File: src/rtl/alu_exec_16.sv
// alu_exec_16: 16-bit two-register ALU execution stage.
// E holds the accepted operation and drives nibble generate/propagate terms
// to an external 4-bit carry lookahead generator. The generator's mid-word and
// carry-out come back combinationally within the same cycle. R holds the
// result and flags behind a valid/ready handshake. carry_flag persists the
// arithmetic carry for ADC/SBB chains.
module alu_exec_16 #(
  parameter int WIDTH = 16
) (
  input  logic             clk,
  input  logic             reset,
  input  logic             in_valid,
  output logic             in_ready,
  input  logic [2:0]       in_op,
  input  logic [WIDTH-1:0] in_a,
  input  logic [WIDTH-1:0] in_b,
  output logic [3:0]       g_n,
  output logic [3:0]       p_n,
  output logic             cn_n,
  input  logic             cn2_n,
  input  logic             cn4_n,
  output logic             out_valid,
  input  logic             out_ready,
  output logic [WIDTH-1:0] out_result,
  output logic [3:0]       out_flags,
  output logic             carry_flag
);

  localparam logic [2:0] OP_ADD   = 3'b000;
  localparam logic [2:0] OP_ADC   = 3'b001;
  localparam logic [2:0] OP_SUB   = 3'b010;
  localparam logic [2:0] OP_SBB   = 3'b011;
  localparam logic [2:0] OP_AND   = 3'b100;
  localparam logic [2:0] OP_OR    = 3'b101;
  localparam logic [2:0] OP_XOR   = 3'b110;

  logic [2:0]       e_op;
  logic [WIDTH-1:0] e_a;
  logic [WIDTH-1:0] e_b;
  logic             e_valid;

  logic [WIDTH-1:0] r_result;
  logic [3:0]       r_flags;
  logic             r_valid;

  logic             accept;
  logic             advance;
  logic             is_arith;
  logic [WIDTH-1:0] b_eff;
  logic             c0;
  logic [3:0]       gen;
  logic [3:0]       prop;
  logic [4:0]       s0;
  logic [3:0]       s1;
  logic [4:0]       s2;
  logic [3:0]       s3;
  logic             c1;
  logic             c2;
  logic             c3;
  logic             c_out;
  logic [WIDTH-1:0] sum;
  logic [WIDTH-1:0] result;
  logic             flag_c;
  logic             flag_v;

  assign advance  = e_valid & (~r_valid | out_ready);
  assign in_ready = ~e_valid | advance;
  assign accept   = in_valid & in_ready;

  assign out_valid  = r_valid;
  assign out_result = r_result;
  assign out_flags  = r_flags;

  // Operand conditioning: subtraction inverts B, carry-in selected by opcode.
  always_comb begin
    is_arith = ~e_op[2];
    b_eff    = ((e_op == OP_SUB) || (e_op == OP_SBB)) ? ~e_b : e_b;
    c0       = 1'b0;
    case (e_op)
      OP_ADD:  c0 = 1'b0;
      OP_SUB:  c0 = 1'b1;
      OP_ADC,
      OP_SBB:  c0 = carry_flag;
      default: c0 = 1'b0;
    endcase
  end

  // Per-nibble generate/propagate, taken only from the E register.
  always_comb begin
    logic [3:0] a_n;
    logic [3:0] b_n;
    a_n  = '0;
    b_n  = '0;
    gen  = '0;
    prop = '0;
    for (int i = 0; i < 4; i++) begin
      a_n     = e_a[4*i +: 4];
      b_n     = b_eff[4*i +: 4];
      gen[i]  = ({1'b0, a_n} + {1'b0, b_n}) > 5'd15;
      prop[i] = &(a_n | b_n);
    end
  end

  assign g_n  = ~gen;
  assign p_n  = ~prop;
  assign cn_n = ~c0;

  // Nibble sums: ripple inside each half, generator supplies c2 and carry-out.
  always_comb begin
    s0    = {1'b0, e_a[3:0]} + {1'b0, b_eff[3:0]} + {4'd0, c0};
    c1    = s0[4];
    s1    = e_a[7:4] + b_eff[7:4] + {3'd0, c1};
    c2    = ~cn2_n;
    s2    = {1'b0, e_a[11:8]} + {1'b0, b_eff[11:8]} + {4'd0, c2};
    c3    = s2[4];
    s3    = e_a[15:12] + b_eff[15:12] + {3'd0, c3};
    c_out = ~cn4_n;
    sum   = {s3, s2[3:0], s1, s0[3:0]};
  end

  // Result mux and carry/overflow; logic ops never report C or V.
  always_comb begin
    result = sum;
    flag_c = 1'b0;
    flag_v = 1'b0;
    case (e_op)
      OP_AND:  result = e_a & e_b;
      OP_OR:   result = e_a | e_b;
      OP_XOR:  result = e_a ^ e_b;
      OP_ADD,
      OP_ADC,
      OP_SUB,
      OP_SBB: begin
        result = sum;
        flag_c = c_out;
        flag_v = (e_a[WIDTH-1] == b_eff[WIDTH-1]) & (sum[WIDTH-1] != e_a[WIDTH-1]);
      end
      default: result = e_a;
    endcase
  end

  // E register: load on accept, empty when its op advances with nothing behind it.
  always_ff @(posedge clk or posedge reset) begin
    if (reset) begin
      e_valid <= 1'b0;
      e_op    <= OP_ADD;
      e_a     <= '0;
      e_b     <= '0;
    end else if (accept) begin
      e_valid <= 1'b1;
      e_op    <= in_op;
      e_a     <= in_a;
      e_b     <= in_b;
    end else if (advance) begin
      e_valid <= 1'b0;
    end
  end

  // R register: capture on advance, drain on output handshake.
  always_ff @(posedge clk or posedge reset) begin
    if (reset) begin
      r_valid  <= 1'b0;
      r_result <= '0;
      r_flags  <= '0;
    end else if (advance) begin
      r_valid  <= 1'b1;
      r_result <= result;
      r_flags  <= {result[WIDTH-1], (result == '0), flag_c, flag_v};
    end else if (r_valid && out_ready) begin
      r_valid <= 1'b0;
    end
  end

  // Persistent carry: only arithmetic ops update it, at the edge they leave E.
  always_ff @(posedge clk or posedge reset) begin
    if (reset) begin
      carry_flag <= 1'b0;
    end else if (advance && is_arith) begin
      carry_flag <= flag_c;
    end
  end

endmodule

File: config.mk
export PLATFORM = sky130hd
export DESIGN_NAME = alu_exec_16
export DESIGN_NICKNAME = d
export VERILOG_FILES = /design/src/rtl/alu_exec_16.sv
export SDC_FILE = /design/constraint.sdc
export NUM_CORES = 1
export LEC_CHECK = 0
export CORE_UTILIZATION = 30
export DETAILED_ROUTE_END_ITERATION = 12
export GPL_ROUTABILITY_DRIVEN = 0
export GPL_TIMING_DRIVEN = 1
export PLACE_DENSITY = 0.56
export SKIP_CTS_REPAIR_TIMING = 1
export SLEW_MARGIN = 0
export SYNTH_ARGS = -nofsm -noshare
export SYNTH_HDL_FRONTEND = slang
export SYNTH_SLANG_ARGS = --single-unit
File: constraint.sdc
create_clock -name clk -period 4.9 [get_ports clk]
set_input_delay 0.98 -clock clk [delete_from_list [all_inputs] [get_ports clk]]
set_output_delay 0.98 -clock clk [all_outputs]
set_load 0.1 [all_outputs]
# Word level (Yosys, flattened, before mapping)
# Cells that the tools add are included.
# word_totals
register_bits	58
in_bits	41
out_inout_bits	32
# op_classes
n_addsub	10
n_lt_le_gt_ge	4
eq_ne	8
n_mux	9
bitwise	21
n_reduce_logical	13
# op_table
cell	count
16-bit case mux with 4 select lines	1
4-bit by 4-bit adder with 5-bit output	4
5-bit by 4-bit > comparator with 1-bit output (second input constant)	4
16-bit AND	1
16-bit logical NOT	1
16-bit two-way mux	1
16-bit inverter	1
16-bit bitwise OR	1
4-bit bitwise OR	4
4-bit AND reduction	4
16-bit bitwise XOR	1
5-bit by 1-bit adder with 5-bit output	2
3-bit == test (second input constant)	3
4-bit by 1-bit adder with 4-bit output	2
4-bit adder	2
4-bit inverter	2
3-bit by 2-bit == test with 1-bit output (second input constant)	2
1-bit two-way mux	6
1-bit inverter	6
2-bit nonzero test	2
4-bit OR reduction	1
1-bit AND	3
3-bit by 1-bit == test with 1-bit output (second input constant)	1
3-bit logical NOT	1
7 further kinds	9

# Longest topological paths before layout
# Gate-level depths: netlist of run 1.
# logic_depth
word_depth	9
mapped_depth	21
depth_no_buf	17

# Least setup slack after synthesis of run 1
# Ideal clock, no wire load.
# synth_timing
path_kind	register to register
start	register e_op[1]
end	register r_flags[2] (netlist: out_flags[2])
t_arrival_ps	6070
required_ps	4805
slack_ps	-1266
stages_incl_launch_ff	22
path_buffers	4
period_less_slack_ps	6166
path_cell_list	dfrtp_1 buf_6 buf_2 nor2b_1 clkbuf_1 buf_2 xnor2_1 ha_1 inv_1 fa_1 inv_1 a21o_1 a21oi_1 xor2_1 fa_1 fa_1 nor3_1 nand2_1 o31ai_2 o2111ai_1 or4b_1 o31ai_1
# synth_via
elab_chain_cells	8
elab_cells_between_ends	22
classes_between	8 x add/sub; 6 x eq/ne; 3 x mux; 5 x reduce/logical
# synth_lines
element	line	text
from (decl)	37	logic [2:0] e_op;
from (signal assigned)	151	e_op <= in_op;
3-bit by 2-bit == test with 1-bit output	77, 79, 126	
1-bit logical OR	77	b_eff = ((e_op == OP_SUB) || (e_op == OP_SBB)) ? ~e_b : e_b;
16-bit two-way mux	77	
4-bit by 4-bit adder with 5-bit output, on equally long branches	110, 114	
5-bit by 1-bit adder with 5-bit output, on equally long branches	110, 114	
4-bit by 1-bit adder with 4-bit output, on equally long branches	112, 116	
16-bit case mux with 4 select lines (*)	126	case (e_op)
16-bit logical NOT (*)	168	r_flags <= {result[WIDTH-1], (result == '0), flag_c, flag_v};
to (signal assigned)	168	
to (decl)	43	logic [3:0] r_flags;
# Every way passes the cells marked *; elsewhere a longest branch is shown, timed or not.
# A chain may end at the register's enable or synchronous reset.

# Worst setup path in the final report of run 1
# layout_timing
start	register e_op[2]
end	register r_flags[2] (netlist: out_flags[2])
# Same word-level chain as after synthesis.

==> flow_summary.html, run 1 <==
<table>
<tr><th>Metric</th><th>Value</th></tr>
<tr><th colspan="2">Run status</th></tr>
<tr><td>Status</td><td>finished clean</td></tr>
<tr><th colspan="2">Power and ir drop</th></tr>
<tr><td>Maximum vdd ir drop</td><td>about 0.00025 V</td></tr>
<tr><td>Areal power density over the cells</td><td>572.4 nW/um^2</td></tr>
<tr><td>Leakage Power</td><td>2.725 nW</td></tr>
<tr><td>Post-route total power</td><td>around 3.3 mW</td></tr>
<tr><th colspan="2">Global routing</th></tr>
<tr><td>Pin count of the biggest net entering global routing</td><td>38</td></tr>
<tr><td>Initial antenna violation count</td><td>0</td></tr>
<tr><td>Via count of the first global-routing pass</td><td>3,404</td></tr>
<tr><td>Global-route wire length before repair</td><td>17,430 um</td></tr>
<tr><td>Total gr overflow</td><td>0</td></tr>
<tr><td>Total routing resource utilization after global routing</td><td>0.1444</td></tr>
<tr><th colspan="2">Synthesis</th></tr>
<tr><td>Portion of netlist area occupied by mux cells</td><td>0.1602</td></tr>
<tr><td>Xor/xnor cell area share of the yosys netlist</td><td>0.06646</td></tr>
<tr><td>Netlist area before placement</td><td>around 4500 sq um</td></tr>
<tr><td>Synthesis Warnings</td><td>0</td></tr>
<tr><td>Number of enable-type register cells in the synthesized netlist</td><td>0</td></tr>
<tr><td>Adder-cell share of the synthesized area</td><td>0.2247</td></tr>
<tr><td>Fraction of registers with async set/reset</td><td>1.000</td></tr>
<tr><td>Synthesized netlist net count</td><td>approximately 540</td></tr>
<tr><td>Yosys top cell area share</td><td>0.3170</td></tr>
<tr><td>Post-synth cell types</td><td>40</td></tr>
<tr><td>Sequential cell area fraction in the yosys report</td><td>0.3170</td></tr>
<tr><td>Compound-gate portion of the synthesized area</td><td>0.08204</td></tr>
<tr><td>Number of instances in the synthesized netlist</td><td>426</td></tr>
<tr><td>Dominant combinational cell family by area after synthesis</td><td>adder cells</td></tr>
<tr><td>Simple logic cell fraction of the synthesized area</td><td>0.06758</td></tr>
<tr><td>Number of synthesized register bits</td><td>57</td></tr>
<tr><td>Prevailing post-synth register cell</td><td>sky130_fd_sc_hd__dfrtp_1</td></tr>
<tr><td>Cell type contributing the most total cell area after synthesis</td><td>sky130_fd_sc_hd__dfrtp_1</td></tr>
<tr><td>Largest cells by area after synthesis</td><td>sky130_fd_sc_hd__dfrtp_1, sky130_fd_sc_hd__ha_1, sky130_fd_sc_hd__mux2_2</td></tr>
<tr><td>Mean cell area of the mapped netlist</td><td>approximately 11 sq um</td></tr>
<tr><th colspan="2">Drt</th></tr>
<tr><td>Number of iterations in the first detailed-routing pass</td><td>4</td></tr>
<tr><td>Remaining number of nets flagged by the antenna check after routing</td><td>0</td></tr>
<tr><td>Count of vias placed by the detailed router</td><td>3,202</td></tr>
<tr><td>Drt first-iter violations</td><td>191</td></tr>
<tr><td>Vias per cell</td><td>4.654</td></tr>
<tr><td>Final routed wirelength across all metal layers</td><td>10,500 um</td></tr>
<tr><td>Routed wire per std cell</td><td>15.26 um</td></tr>
<tr><td>DRC errors left</td><td>0</td></tr>
<tr><th colspan="2">Critical path</th></tr>
<tr><td>Worst setup path startpoint</td><td>e_op[2]</td></tr>
<tr><td>Arrival time of the worst setup path</td><td>4.63 ns</td></tr>
<tr><td>Critical R2R Capture</td><td>out_flags[2]</td></tr>
<tr><td>CP Capture Type</td><td>flip-flop</td></tr>
<tr><td>Start of the worst register-to-register path</td><td>e_op[2]</td></tr>
<tr><td>Endpoint of the most critical setup path</td><td>out_flags[2]</td></tr>
<tr><td>CP startpoint kind</td><td>flip-flop</td></tr>
<tr><td>Number of cells on the worst reg-to-reg path</td><td>17</td></tr>
<tr><td>Setup slack on the worst flop-to-flop path</td><td>0.51 ns</td></tr>
<tr><td>Data required time at the worst endpoint</td><td>5.14 ns</td></tr>
<tr><td>Maximum fanout count along the critical path</td><td>6</td></tr>
<tr><td>Category of the critical setup timing path</td><td>flip-flop to flip-flop</td></tr>
<tr><th colspan="2">STA</th></tr>
<tr><td>Final hold vios</td><td>0</td></tr>
<tr><td>Crit share post-route</td><td>0.8960</td></tr>
<tr><td>Setup-failing EPs final</td><td>0</td></tr>
<tr><td>Final slew viol count</td><td>0</td></tr>
<tr><td>Setup repair after global routing missed its margin</td><td>false</td></tr>
<tr><td>Tightest slew margin relative to the limit</td><td>0.3377</td></tr>
<tr><td>Worst Max-Slew Pin Slew</td><td>0.9904 ns</td></tr>
<tr><td>Setup Total Neg Slack</td><td>0 ns</td></tr>
<tr><td>Clk_skew</td><td>0.005626 ns</td></tr>
<tr><td>Highest clock rate</td><td>227.8 MHz</td></tr>
<tr><td>Final critical delay including setup and external delays</td><td>4.390 ns</td></tr>
<tr><th colspan="2">Die</th></tr>
<tr><td>Core footprint</td><td>approximately 15,000 sq um</td></tr>
<tr><td>Die Footprint</td><td>approximately 15,000 sq um</td></tr>
<tr><td># rows</td><td>44</td></tr>
<tr><td>Initial core utilization</td><td>0.3084</td></tr>
<tr><td>Total I/O pin count</td><td>between 70 and 80</td></tr>
<tr><td>Overall die height</td><td>between 100 and 150 um</td></tr>
<tr><td>Die extent in x</td><td>124.5 um</td></tr>
<tr><th colspan="2">Placed design</th></tr>
<tr><td>Sum of net half-perimeters after detailed placement</td><td>8222 um</td></tr>
<tr><td>Placed Cells</td><td>674</td></tr>
<tr><td>Input/output buffers</td><td>slightly above 70</td></tr>
<tr><th colspan="2">Clock tree</th></tr>
<tr><td>Root cell of the clock tree</td><td>sky130_fd_sc_hd__clkbuf_16</td></tr>
<tr><td>CTS Buf Count</td><td>9</td></tr>
<tr><td>Num Clock Sinks</td><td>57</td></tr>
<tr><td>Max clock buf depth</td><td>2</td></tr>
<tr><td>Clock transition at path regs</td><td>0.05 ns</td></tr>
<tr><td>Insertion delay to the later sink of the worst-skew pair</td><td>0.34 ns</td></tr>
<tr><td>Clock tree from TritonCTS</td><td>yes</td></tr>
<tr><td>H-tree lvl count</td><td>3</td></tr>
<tr><th colspan="2">Layout</th></tr>
<tr><td>Total area of multi-input combinational cells</td><td>2729 sq um</td></tr>
<tr><td>Area of all sequential standard cells</td><td>roughly 1400 sq um</td></tr>
<tr><td>Filler-free cell count of the finished design</td><td>between 600 and 700</td></tr>
<tr><td>Area growth from synthesis to final layout</td><td>27.39%</td></tr>
<tr><td>Post-layout net count</td><td>~620</td></tr>
<tr><td>Filler Cells Inserted</td><td>between 1,000 and 1,500</td></tr>
<tr><td>Share of final-layout standard cells stronger than drive strength 1</td><td>0.1607</td></tr>
<tr><td>Antenna fix cells</td><td>0</td></tr>
<tr><th colspan="2">Run</th></tr>
<tr><td>Count of max-cap constraint violations</td><td>0</td></tr>
<tr><th colspan="2">Min path</th></tr>
<tr><td>Worst Hold Class</td><td>flip-flop to flip-flop</td></tr>
</table>
-- cells by family after synthesis --
kind of cell / count (synthesis)
buffers and inverters: 88
adders and majority gates: 76
and+or+nand+nor: 61
AOI/OAI and AO/OA: 58
DFF: 57
muxes: 55
xor gates and xnor gates: 31
-- metrics by stage --
stage	hold WS (ns)	setup WS (ns)	utilization	instance area (sq um)
final	0.4785	0.5097	0.3929	5732
after CTS	0.4849	0.4738	0.3929	5732
after global routing	0.4986	0.1178	0.3929	5732
after detailed placement	0.4736	0.4867	0.3748	5468
after floorplan	0.4798	0.02031	-	4529
after global placement	0.4678	0.6155	0.3748	5468
-- cell usage in the layout (no fill, tap or decap), types with 2 or more instances in the layout --
master	netlist	layout
sky130_fd_sc_hd__or4_1	4	4
sky130_fd_sc_hd__clkbuf_8	0	2
sky130_fd_sc_hd__ha_1	68	68
sky130_fd_sc_hd__nand2_1	23	23
sky130_fd_sc_hd__clkdlybuf4s50_1	0	63
sky130_fd_sc_hd__xnor2_1	24	24
sky130_fd_sc_hd__a21o_1	10	10
sky130_fd_sc_hd__o31ai_1	3	3
sky130_fd_sc_hd__nor2b_1	5	4
sky130_fd_sc_hd__xor2_1	5	5
sky130_fd_sc_hd__nand2b_1	6	6
sky130_fd_sc_hd__clkbuf_16	0	9
sky130_fd_sc_hd__nor2_1	9	9
sky130_fd_sc_hd__o22ai_1	5	5
sky130_fd_sc_hd__and2b_1	2	2
sky130_fd_sc_hd__buf_12	0	4
sky130_fd_sc_hd__a21oi_1	16	14
sky130_fd_sc_hd__mux4_2	10	10
sky130_fd_sc_hd__mux2i_1	9	9
sky130_fd_sc_hd__mux2_2	36	36
sky130_fd_sc_hd__nand3_1	4	4
sky130_fd_sc_hd__inv_1	70	69
sky130_fd_sc_hd__xnor3_1	2	2
sky130_fd_sc_hd__nor3_1	4	4
sky130_fd_sc_hd__o21ai_0	15	15
sky130_fd_sc_hd__dfrtp_1	57	57
sky130_fd_sc_hd__fa_1	8	8
sky130_fd_sc_hd__o32ai_1	3	3
sky130_fd_sc_hd__clkbuf_1	7	3
sky130_fd_sc_hd__a21oi_4	0	2
sky130_fd_sc_hd__buf_4	1	14
-- where the power goes --
| part | internal [mW] | switching (mW) |
|---|---|---|
| clock network | 0.364 | 0.214 |
| logic | 0.672 | 1.35 |
| registers | 0.584 | 0.0964 |
| total | 1.62 | 1.66 |
-- final cells by class --
type                       instances  area share
multi-input combinational        281      0.4761
sequential                        57      0.2489
timing repair buffer              81      0.1423
inverter                          71     0.04650
clock buffer                      14     0.04606
tap                              184     0.04017
-- synth_stat cells (6+ instances only) --
cell type,number
sky130_fd_sc_hd__mux2_2,36
sky130_fd_sc_hd__mux2i_1,9
sky130_fd_sc_hd__nor2_1,9
sky130_fd_sc_hd__inv_1,70
sky130_fd_sc_hd__nand2b_1,6
sky130_fd_sc_hd__fa_1,8
sky130_fd_sc_hd__clkbuf_1,7
sky130_fd_sc_hd__a21o_1,10
sky130_fd_sc_hd__a21oi_1,16
sky130_fd_sc_hd__o21ai_0,15
sky130_fd_sc_hd__dfrtp_1,57
sky130_fd_sc_hd__mux4_2,10
sky130_fd_sc_hd__xnor2_1,24
sky130_fd_sc_hd__nand2_1,23
sky130_fd_sc_hd__ha_1,68
-- critical path, stage by stage (launching register included) --
cell                        delay (ns)
sky130_fd_sc_hd__dfrtp_1          0.38
sky130_fd_sc_hd__nor2b_2          0.33
sky130_fd_sc_hd__buf_4            0.24
sky130_fd_sc_hd__xnor2_1          0.15
sky130_fd_sc_hd__inv_1            0.07
sky130_fd_sc_hd__ha_1             0.34
sky130_fd_sc_hd__a21oi_1          0.27
sky130_fd_sc_hd__xnor2_1          0.16
sky130_fd_sc_hd__nand3_1          0.10
sky130_fd_sc_hd__xor2_1           0.16
sky130_fd_sc_hd__fa_1             0.41
sky130_fd_sc_hd__fa_1             0.47
sky130_fd_sc_hd__nor3_1           0.20
sky130_fd_sc_hd__nand2_1          0.08
sky130_fd_sc_hd__o31ai_2          0.06
sky130_fd_sc_hd__o2111ai_1        0.12
sky130_fd_sc_hd__or4b_1           0.53
sky130_fd_sc_hd__o31ai_1          0.23
-- per-layer routing --
metal	routed length, um	global-route usage
met5	0	0
met4	204	0.06308
met3	336	0.02534
met2	4744	0.2268
met1	5216	0.1939
-- worst min-delay path by stage --
stage / from / endpoint / slack (ns) / depth (start not counted)
finish: out_result[3] / out_result[3] / 0.48 / 2
global route: out_result[8] / out_result[8] / 0.50 / 2
CTS: out_result[8] / out_result[8] / 0.48 / 2
detailed placement: out_result[8] / out_result[8] / 0.47 / 2
global placement: out_flags[1] / out_flags[1] / 0.47 / 2
floorplan: e_valid / out_valid / 0.48 / 1
-- registers in the layout, summed over array words and instances (netlist names) --
register    flops
carry_flag      1
e_op            3
out_result     16
e_a            16
e_b            16
out_valid       1
out_flags       3
e_valid         1
No activity file was read; power rests on OpenSTA's default activity.
==> run 2: changes to the inputs <==
--- a/config.mk
+++ b/config.mk
@@ -5,6 +5,7 @@
 export SDC_FILE = /design/constraint.sdc
 export NUM_CORES = 1
 export LEC_CHECK = 0
+export CORE_MARGIN = 4
 export CORE_UTILIZATION = 30
 export DETAILED_ROUTE_END_ITERATION = 12
 export GPL_ROUTABILITY_DRIVEN = 0
==> run 2 against run 1 <==
Core utilization up 0.19 points. Critical path depth unchanged. Count of clock-buffer cells in the layout down 4. Final area up 0.48%. Fmax down 0.37%. Sequential cell count unchanged. Largest cell class unchanged. Highest routed layer unchanged.
==> flow_summary.html, run 2 (same netlist as run 1, synthesis figures left out) <==
<table>
<tr><th>Metric</th><th>Value</th></tr>
<tr><th colspan="2">Placed design</th></tr>
<tr><td>Input/output buffers</td><td>72 (unchanged)</td></tr>
<tr><td>Sum of net half-perimeters after detailed placement</td><td>8385 um (+2.0%)</td></tr>
<tr><td>Worst slack at placement</td><td>0.5027 ns (+0.01598 ns)</td></tr>
<tr><th colspan="2">Critical path</th></tr>
<tr><td>Category of the critical setup timing path</td><td>flip-flop to flip-flop</td></tr>
<tr><td>Arrival time of the worst setup path</td><td>4.66 ns (+0.03 ns)</td></tr>
<tr><td>CP Buf/Inv Count</td><td>2 (unchanged)</td></tr>
<tr><td>Slowest cell delay on critical path</td><td>0.52 ns (about the same)</td></tr>
<tr><td>CP startpoint kind</td><td>flip-flop</td></tr>
<tr><td>Data required time at the worst endpoint</td><td>5.15 ns (about the same)</td></tr>
<tr><td>Setup slack on the worst flop-to-flop path</td><td>0.49 ns (-0.02 ns)</td></tr>
<tr><td>Maximum fanout count along the critical path</td><td>6 (unchanged)</td></tr>
<tr><td>Worst path top cell family by delay</td><td>simple AND/OR/NAND/NOR gates</td></tr>
<tr><td>Critical path cell sequence</td><td>nor2b_2 &gt; buf_4 &gt; xnor2_1 &gt; inv_1 &gt; ha_1 &gt; a21oi_1 &gt; xnor2_1 &gt; nand3_1 &gt; xor2_1 &gt; fa_1 &gt; fa_1 &gt; nor3_1 &gt; nand2_1 &gt; o31ai_2 &gt; o2111ai_1 &gt; or4b_1 &gt; o31ai_1</td></tr>
<tr><td>CP Capture Type</td><td>flip-flop</td></tr>
<tr><td>Cell at the slowest stage of the critical path</td><td>sky130_fd_sc_hd__or4b_1</td></tr>
<tr><th colspan="2">Layout</th></tr>
<tr><td>Antenna fix cells</td><td>0 (unchanged)</td></tr>
<tr><td>Share of final-layout standard cells stronger than drive strength 1</td><td>0.1663 (+0.005622)</td></tr>
<tr><td>Post-layout net count</td><td>617 (-0.16%)</td></tr>
<tr><td>Finished Core Util</td><td>0.3948 (+0.001886)</td></tr>
<tr><td>Most used cells in the layout excluding fill and tap cells</td><td>sky130_fd_sc_hd__inv_1, sky130_fd_sc_hd__ha_1, sky130_fd_sc_hd__clkdlybuf4s50_1, sky130_fd_sc_hd__dfrtp_1, sky130_fd_sc_hd__mux2_2</td></tr>
<tr><td>Most frequent standard cell in the layout excluding fill and tap cells</td><td>sky130_fd_sc_hd__inv_1</td></tr>
<tr><td>Area growth from synthesis to final layout</td><td>28.00%</td></tr>
<tr><th colspan="2">Power and ir drop</th></tr>
<tr><td>Maximum vdd ir drop</td><td>0.0002482 V (-0.50%)</td></tr>
<tr><td>Areal power density over the cells</td><td>581.6 nW/um^2 (+1.6%)</td></tr>
<tr><td>Post-route total power</td><td>3.350 mW (+2.1%)</td></tr>
<tr><td>Leakage Power</td><td>2.739 nW (+0.50%)</td></tr>
<tr><th colspan="2">Global routing</th></tr>
<tr><td>Global-route wire length before repair</td><td>17,600 um (+0.95%)</td></tr>
<tr><td>Initial antenna violation count</td><td>0 (unchanged)</td></tr>
<tr><td>Via count of the first global-routing pass</td><td>3,377 (-0.79%)</td></tr>
<tr><td>Total gr overflow</td><td>0 (unchanged)</td></tr>
<tr><td>Pin count of the biggest net entering global routing</td><td>39 (+2.6%)</td></tr>
<tr><td>Total routing resource utilization after global routing</td><td>0.1346 (-0.009749)</td></tr>
<tr><th colspan="2">Clock tree</th></tr>
<tr><td>Clock transition at path regs</td><td>0.06 ns (about the same)</td></tr>
<tr><td>Num Clock Sinks</td><td>57 (unchanged)</td></tr>
<tr><td>Max clock buf depth</td><td>2 (unchanged)</td></tr>
<tr><td>Root cell of the clock tree</td><td>sky130_fd_sc_hd__clkbuf_16</td></tr>
<tr><td>H-tree lvl count</td><td>3 (unchanged)</td></tr>
<tr><td>Clock tree from TritonCTS</td><td>yes</td></tr>
<tr><td>Insertion delay to the later sink of the worst-skew pair</td><td>0.34 ns (about the same)</td></tr>
<tr><td>CTS Buf Count</td><td>9 (unchanged)</td></tr>
<tr><th colspan="2">Drt</th></tr>
<tr><td>Remaining number of nets flagged by the antenna check after routing</td><td>0 (unchanged)</td></tr>
<tr><td>Vias per cell</td><td>4.620 (-0.74%)</td></tr>
<tr><td>Number of iterations in the first detailed-routing pass</td><td>4 (unchanged)</td></tr>
<tr><td>Final routed wirelength across all metal layers</td><td>10,570 um (+0.67%)</td></tr>
<tr><td>Drt first-iter violations</td><td>126 (-34%)</td></tr>
<tr><td>Routed wire per std cell</td><td>15.34 um (+0.52%)</td></tr>
<tr><td>Count of vias placed by the detailed router</td><td>3,183 (-0.59%)</td></tr>
<tr><td>DRC errors left</td><td>0 (unchanged)</td></tr>
<tr><th colspan="2">Die</th></tr>
<tr><td>Total I/O pin count</td><td>73 (unchanged)</td></tr>
<tr><td>Die Footprint</td><td>17,020 sq um (+9.9%)</td></tr>
<tr><td>Overall die height</td><td>130.5 um (+4.8%)</td></tr>
<tr><td>Core footprint</td><td>14,590 sq um (unchanged)</td></tr>
<tr><td>Die extent in x</td><td>130.5 um (+4.8%)</td></tr>
<tr><td># rows</td><td>44 (unchanged)</td></tr>
<tr><td>Initial core utilization</td><td>0.3084 (unchanged)</td></tr>
<tr><th colspan="2">STA</th></tr>
<tr><td>Highest clock rate</td><td>226.9 MHz (-0.37%)</td></tr>
<tr><td>Final hold slack</td><td>0.4724 ns (-0.006057 ns)</td></tr>
<tr><td>Tightest slew margin relative to the limit</td><td>0.3254 (-0.01227)</td></tr>
<tr><td>Slack of the critical path</td><td>0.4936 ns (-0.01615 ns)</td></tr>
<tr><td>Setup-failing EPs final</td><td>0 (unchanged)</td></tr>
<tr><td>Final slew viol count</td><td>0 (unchanged)</td></tr>
<tr><td>Crit share post-route</td><td>0.8993 (+0.003297)</td></tr>
<tr><td>Final critical delay including setup and external delays</td><td>4.406 ns (+0.01615 ns)</td></tr>
<tr><td>Setup repair after global routing missed its margin</td><td>false</td></tr>
<tr><td>Setup Total Neg Slack</td><td>0 ns (unchanged)</td></tr>
<tr><td>Clk_skew</td><td>0.008422 ns (+0.002796 ns)</td></tr>
<tr><td>Worst Max-Slew Pin Slew</td><td>1.009 ns (+0.01836 ns)</td></tr>
<tr><td>Final hold vios</td><td>0 (unchanged)</td></tr>
<tr><th colspan="2">Run status</th></tr>
<tr><td>Status</td><td>finished clean</td></tr>
<tr><th colspan="2">Min path</th></tr>
<tr><td>Worst Hold Class</td><td>flip-flop to flip-flop</td></tr>
<tr><th colspan="2">Run</th></tr>
<tr><td>Count of max-cap constraint violations</td><td>0 (unchanged)</td></tr>
</table>
[run 2: per-layer routing]
metal / GRT usage / share of wire
met5: 0 / 0
met4: 0.04477 / 0.016
met1: 0.1851 / 0.49
met3: 0.03211 / 0.041
met2: 0.2097 / 0.45
[run 2: final timing paths]
check,startpoint,endpoint,cells after the start
max,e_op[2],out_flags[2],17
min,out_result[2],out_result[2],2
max reg2reg,e_op[2],out_flags[2],17
min reg2reg,out_result[2],out_result[2],2
max in group asynchronous,reset,out_result[10],3
min in group asynchronous,reset,e_b[9],2
[run 2: area by class of cell]
cell class                 count  area (sq um)
clock buffer                  10         229.0
clock inverter                 6         82.58
fill                        1428          8830
inverter                      71         266.5
multi-input combinational    281          2729
sequential                    57          1426
tap                          184         230.2
timing repair buffer          80         795.8
[run 2: tightest hold or removal path, stage by stage (launching register included)]
cell and delay, ns:
sky130_fd_sc_hd__dfrtp_1 0.34, sky130_fd_sc_hd__nand2_1 0.04, sky130_fd_sc_hd__o21ai_0 0.05
[run 2: per-stage QoR]
step | instances | cell area (sq um)
after floorplan | 426 | 4529
after global placement | 673 | 5448
after detailed placement | 673 | 5448
after CTS | 689 | 5759
after global routing | 689 | 5759
final | 689 | 5759
[run 2: power breakdown]
| part | switching (mW) | internal, mW | leakage, nW | total [mW] |
|---|---|---|---|---|
| Sequential | 0.0899 | 0.583 | 0.675 | 0.673 |
| Clock | 0.223 | 0.442 | 0.152 | 0.664 |
| Combinational | 1.35 | 0.660 | 1.91 | 2.01 |
| Total | 1.66 | 1.68 | 2.74 | 3.35 |
==> run 3: changes to the inputs <==
--- a/config.mk
+++ b/config.mk
@@ -5,6 +5,7 @@
 export SDC_FILE = /design/constraint.sdc
 export NUM_CORES = 1
 export LEC_CHECK = 0
+export ABC_AREA = 1
 export CORE_MARGIN = 4
 export CORE_UTILIZATION = 30
 export DETAILED_ROUTE_END_ITERATION = 12
==> run 3 against run 2 <==
Power rose by 0.93%. Clock power fell by 3.9%. First-iteration DRC count rose by 97%. Routed wire length rose by 20%. Die area rose by 1.6%. Final area fell by 0.59%. Highest routed layer unchanged.
==> flow_summary.html, run 3 <==
<table>
<tr><th>Metric</th><th>Value</th></tr>
<tr><th colspan="2">Synthesis</th></tr>
<tr><td>Sequential cell area fraction in the yosys report</td><td>0.3117 (-0.005288)</td></tr>
<tr><td>Yosys top cell area share</td><td>0.3117 (-0.005288)</td></tr>
<tr><td>Prevailing post-synth register cell</td><td>sky130_fd_sc_hd__dfrtp_1</td></tr>
<tr><td>Synthesized netlist net count</td><td>713 (+31%)</td></tr>
<tr><td>Largest cells by area after synthesis</td><td>sky130_fd_sc_hd__dfrtp_1, sky130_fd_sc_hd__ha_1, sky130_fd_sc_hd__nand2_1</td></tr>
<tr><td>Netlist area before placement</td><td>4576 sq um (+1.7%)</td></tr>
<tr><td>Post-synth top cells</td><td>sky130_fd_sc_hd__nand2_1, sky130_fd_sc_hd__inv_1, sky130_fd_sc_hd__ha_1</td></tr>
<tr><td>Most frequently used cell type in the post-synthesis netlist</td><td>sky130_fd_sc_hd__nand2_1</td></tr>
<tr><td>Mean cell area of the mapped netlist</td><td>7.677 sq um (-27%)</td></tr>
<tr><td>Number of instances in the synthesized netlist</td><td>596 (+40%)</td></tr>
<tr><td>Number of synthesized register bits</td><td>57 (unchanged)</td></tr>
<tr><td>Cell type contributing the most total cell area after synthesis</td><td>sky130_fd_sc_hd__dfrtp_1</td></tr>
<tr><td>Post-synth cell types</td><td>33 (-18%)</td></tr>
<tr><td>Number of enable-type register cells in the synthesized netlist</td><td>0 (unchanged)</td></tr>
<tr><td>Fraction of registers with async set/reset</td><td>1.000 (unchanged)</td></tr>
<tr><td>Synthesis Warnings</td><td>0 (unchanged)</td></tr>
<tr><th colspan="2">STA</th></tr>
<tr><td>Setup-failing EPs final</td><td>0 (unchanged)</td></tr>
<tr><td>Crit share post-route</td><td>0.9272 (+0.02795)</td></tr>
<tr><td>Final slew viol count</td><td>0 (unchanged)</td></tr>
<tr><td>Setup Total Neg Slack</td><td>0 ns (unchanged)</td></tr>
<tr><td>Clk_skew</td><td>0.009486 ns (+0.001064 ns)</td></tr>
<tr><td>Tightest slew margin relative to the limit</td><td>0.3472 (+0.02177)</td></tr>
<tr><td>Highest clock rate</td><td>220.1 MHz (-3.0%)</td></tr>
<tr><td>Setup repair after global routing missed its margin</td><td>false</td></tr>
<tr><td>Worst Max-Slew Pin Slew</td><td>0.9762 ns (-0.03255 ns)</td></tr>
<tr><td>Final critical delay including setup and external delays</td><td>4.543 ns (+0.1370 ns)</td></tr>
<tr><td>Final hold vios</td><td>0 (unchanged)</td></tr>
<tr><th colspan="2">Clock tree</th></tr>
<tr><td>H-tree lvl count</td><td>3 (unchanged)</td></tr>
<tr><td>Insertion delay to the later sink of the worst-skew pair</td><td>0.34 ns (about the same)</td></tr>
<tr><td>Max clock buf depth</td><td>2 (unchanged)</td></tr>
<tr><td>Clock transition at path regs</td><td>0.06 ns (about the same)</td></tr>
<tr><td>Num Clock Sinks</td><td>57 (unchanged)</td></tr>
<tr><td>Root cell of the clock tree</td><td>sky130_fd_sc_hd__clkbuf_16</td></tr>
<tr><td>CTS Buf Count</td><td>9 (unchanged)</td></tr>
<tr><td>Clock tree from TritonCTS</td><td>yes</td></tr>
<tr><th colspan="2">Global routing</th></tr>
<tr><td>Via count of the first global-routing pass</td><td>4,306 (+28%)</td></tr>
<tr><td>Met2 Usage GRT</td><td>0.2556 (+0.04587)</td></tr>
<tr><td>Met1 Usage GRT</td><td>0.1951 (+0.01001)</td></tr>
<tr><td>Global-route wire length before repair</td><td>21,420 um (+22%)</td></tr>
<tr><td>Pin count of the biggest net entering global routing</td><td>41 (+5.1%)</td></tr>
<tr><td>Total routing resource utilization after global routing</td><td>0.1530 (+0.01834)</td></tr>
<tr><td>Most Used Layer, Global Route</td><td>met2</td></tr>
<tr><td>Total gr overflow</td><td>0 (unchanged)</td></tr>
<tr><td>Initial antenna violation count</td><td>0 (unchanged)</td></tr>
<tr><td>Fraction of met3 tracks used by global routing</td><td>0.04434 (+0.01223)</td></tr>
<tr><th colspan="2">Power and ir drop</th></tr>
<tr><td>Proportion of power drawn by combinational gates</td><td>0.604 (+0.003)</td></tr>
<tr><td>Switching pwr</td><td>1.846 mW (+11%)</td></tr>
<tr><td>Maximum vdd ir drop</td><td>0.0005515 V (+120%)</td></tr>
<tr><td>Areal power density over the cells</td><td>590.5 nW/um^2 (+1.5%)</td></tr>
<tr><td>Share of power burned in registers</td><td>0.207 (+0.006)</td></tr>
<tr><td>Leakage Power</td><td>2.923 nW (+6.7%)</td></tr>
<tr><td>Share of total power consumed by net switching</td><td>0.5461 (+0.04902)</td></tr>
<tr><td>Clk network pwr share</td><td>0.189 (-0.009)</td></tr>
<tr><td>Post-route total power</td><td>3.381 mW (+0.93%)</td></tr>
<tr><td>Internal Pwr Total</td><td>1.535 mW (-8.9%)</td></tr>
<tr><th colspan="2">Critical path</th></tr>
<tr><td>Number of cells on the critical path</td><td>22 (+5)</td></tr>
<tr><td>Critical path cell sequence</td><td>inv_2 &gt; nand2_2 &gt; xor2_1 &gt; inv_1 &gt; ha_1 &gt; inv_1 &gt; fa_1 &gt; inv_1 &gt; ha_1 &gt; nand3_1 &gt; a21oi_1 &gt; xnor2_1 &gt; fa_1 &gt; fa_1 &gt; xor2_1 &gt; a21oi_1 &gt; nand3_1 &gt; nor2_1 &gt; nand2_1 &gt; nor2_1 &gt; nand3_1 &gt; nand2_1</td></tr>
<tr><td>CP Buf/Inv Count</td><td>4 (+2)</td></tr>
<tr><td>Category of the critical setup timing path</td><td>flip-flop to flip-flop</td></tr>
<tr><td>Slowest cell delay on critical path</td><td>0.52 ns (about the same)</td></tr>
<tr><td>Arrival time of the worst setup path</td><td>4.82 ns (+0.16 ns)</td></tr>
<tr><td>Start of the worst register-to-register path</td><td>e_op[2]</td></tr>
<tr><td>Data required time at the worst endpoint</td><td>5.18 ns (+0.03 ns)</td></tr>
<tr><td>Number of cells on the worst reg-to-reg path</td><td>22 (+5)</td></tr>
<tr><td>Maximum fanout count along the critical path</td><td>18 (+12)</td></tr>
<tr><td>Worst path top cell family by delay</td><td>adder cells</td></tr>
<tr><td>Worst setup path startpoint</td><td>e_op[2]</td></tr>
<tr><td>Cell at the slowest stage of the critical path</td><td>sky130_fd_sc_hd__dfrtp_1</td></tr>
<tr><td>CP Capture Type</td><td>flip-flop</td></tr>
<tr><td>CP startpoint kind</td><td>flip-flop</td></tr>
<tr><th colspan="2">Run status</th></tr>
<tr><td>Status</td><td>finished clean</td></tr>
<tr><th colspan="2">Die</th></tr>
<tr><td># rows</td><td>44 (unchanged)</td></tr>
<tr><td>Die extent in x</td><td>131.5 um (+0.79%)</td></tr>
<tr><td>Initial core utilization</td><td>0.3101 (+0.001721)</td></tr>
<tr><td>Core footprint</td><td>14,750 sq um (+1.1%)</td></tr>
<tr><td>Overall die height</td><td>131.5 um (+0.79%)</td></tr>
<tr><td>Die Footprint</td><td>17,290 sq um (+1.6%)</td></tr>
<tr><td>Total I/O pin count</td><td>73 (unchanged)</td></tr>
<tr><th colspan="2">Run</th></tr>
<tr><td>Count of max-cap constraint violations</td><td>0 (unchanged)</td></tr>
<tr><th colspan="2">Layout</th></tr>
<tr><td>Share of final-layout standard cells stronger than drive strength 1</td><td>0.07175 (-0.09459)</td></tr>
<tr><td>Most used cells in the layout excluding fill and tap cells</td><td>sky130_fd_sc_hd__nand2_1, sky130_fd_sc_hd__inv_1, sky130_fd_sc_hd__ha_1, sky130_fd_sc_hd__nor2_1, sky130_fd_sc_hd__clkdlybuf4s50_1</td></tr>
<tr><td>Antenna fix cells</td><td>0 (unchanged)</td></tr>
<tr><td>Finished Core Util</td><td>0.3881 (-0.006708)</td></tr>
<tr><td>Filler-free cell count of the finished design</td><td>853 (+24%)</td></tr>
<tr><td>Post-layout net count</td><td>781 (+27%)</td></tr>
<tr><td>Area growth from synthesis to final layout</td><td>25.13%</td></tr>
<tr><td>Most frequent standard cell in the layout excluding fill and tap cells</td><td>sky130_fd_sc_hd__nand2_1</td></tr>
<tr><th colspan="2">Min path</th></tr>
<tr><td>Critical hold path startpoint</td><td>out_result[10]</td></tr>
<tr><td>Worst Hold Class</td><td>flip-flop to flip-flop</td></tr>
<tr><td>Depth of the worst hold-timing path</td><td>2 (unchanged)</td></tr>
<tr><th colspan="2">Drt</th></tr>
<tr><td>Routed wire per std cell</td><td>14.90 um (-2.9%)</td></tr>
<tr><td>Final routed wirelength across all metal layers</td><td>12,710 um (+20%)</td></tr>
<tr><td>Drt first-iter violations</td><td>248 (+97%)</td></tr>
<tr><td>Number of iterations in the first detailed-routing pass</td><td>5 (+1)</td></tr>
<tr><td>Vias per cell</td><td>4.740 (+2.6%)</td></tr>
<tr><td>DRC errors left</td><td>0 (unchanged)</td></tr>
<tr><td>Count of vias placed by the detailed router</td><td>4,043 (+27%)</td></tr>
<tr><td>Remaining number of nets flagged by the antenna check after routing</td><td>0 (unchanged)</td></tr>
<tr><th colspan="2">Placed design</th></tr>
<tr><td>Placed Cells</td><td>837 (+24%)</td></tr>
<tr><td>Sum of net half-perimeters after detailed placement</td><td>9641 um (+15%)</td></tr>
<tr><td>Input/output buffers</td><td>72 (unchanged)</td></tr>
</table>
run 3: final cells by class:
type | count | area [sq um]
Tap cell | 184 | 230.2
Fill cell | 1505 | 9029
Clock inverter | 5 | 55.05
Sequential cell | 57 | 1426
Clock buffer | 11 | 242.7
Inverter | 92 | 350.3
Multi-Input combinational cell | 429 | 2700
Timing Repair Buffer | 75 | 720.7
run 3: cell families (layout without fill, tap and decap cells):
family,count (synthesis),after routing,share of synthesized area
simple gates,259,259,0.2412
buf+inv,110,183,0.1014
flops,57,57,0.3117
compound gates,75,75,0.08832
fa+ha+maj,76,76,0.2209
xor+xnor,19,19,0.03637
run 3: worst reg2reg max path, stage by stage, from the launching register on:
cell                      delay [ns]
sky130_fd_sc_hd__dfrtp_1        0.52
sky130_fd_sc_hd__inv_2          0.35
sky130_fd_sc_hd__nand2_2        0.28
sky130_fd_sc_hd__xor2_1         0.25
sky130_fd_sc_hd__inv_1          0.07
sky130_fd_sc_hd__ha_1           0.20
sky130_fd_sc_hd__inv_1          0.07
sky130_fd_sc_hd__fa_1           0.40
sky130_fd_sc_hd__inv_1          0.09
sky130_fd_sc_hd__ha_1           0.17
sky130_fd_sc_hd__nand3_1        0.11
sky130_fd_sc_hd__a21oi_1        0.17
sky130_fd_sc_hd__xnor2_1        0.14
sky130_fd_sc_hd__fa_1           0.43
sky130_fd_sc_hd__fa_1           0.39
sky130_fd_sc_hd__xor2_1         0.16
sky130_fd_sc_hd__a21oi_1        0.14
sky130_fd_sc_hd__nand3_1        0.11
sky130_fd_sc_hd__nor2_1         0.11
sky130_fd_sc_hd__nand2_1        0.07
sky130_fd_sc_hd__nor2_1         0.10
sky130_fd_sc_hd__nand3_1        0.08
sky130_fd_sc_hd__nand2_1        0.06
run 3: layer usage:
layer / up-vias / wire, um
met4: 0 / 179
met5: - / 0
li1: 2013 / -
met3: 17 / 792
met2: 117 / 5881
met1: 1896 / 5854
run 3: worst paths after layout:
check / end / slack [ns]
max in group asynchronous: e_a[7] / 2.98
min reg2reg: out_result[10] / 0.48
max: out_flags[2] / 0.36
min in group asynchronous: out_valid / 1.07
max reg2reg: out_flags[2] / 0.36
min: out_result[10] / 0.48
run 3: power groups by stage:
stage / registers (mW) / logic (mW) / clock network [mW]
2_1_floorplan: 1.22 / 1.04 / 0
3_3_place_gp: 0.706 / 2.02 / 0
3_5_place_dp: 0.710 / 2.04 / 0
4_1_cts: 0.704 / 2.05 / 0.652
5_1_grt: 0.720 / 2.21 / 0.678
6_report: 0.701 / 2.04 / 0.638
run 3: metrics by stage:
step / hold WS, ns / cell area, sq um / setup slack, ns
5_1_grt: 0.5137 / 5725 / 0.03474
6_report: 0.4811 / 5725 / 0.3566
3_3_place_gp: 0.4678 / 5428 / 0.5963
4_1_cts: 0.4884 / 5725 / 0.4122
3_5_place_dp: 0.4745 / 5428 / 0.4256
2_1_floorplan: 0.5483 / 4588 / 0.03246
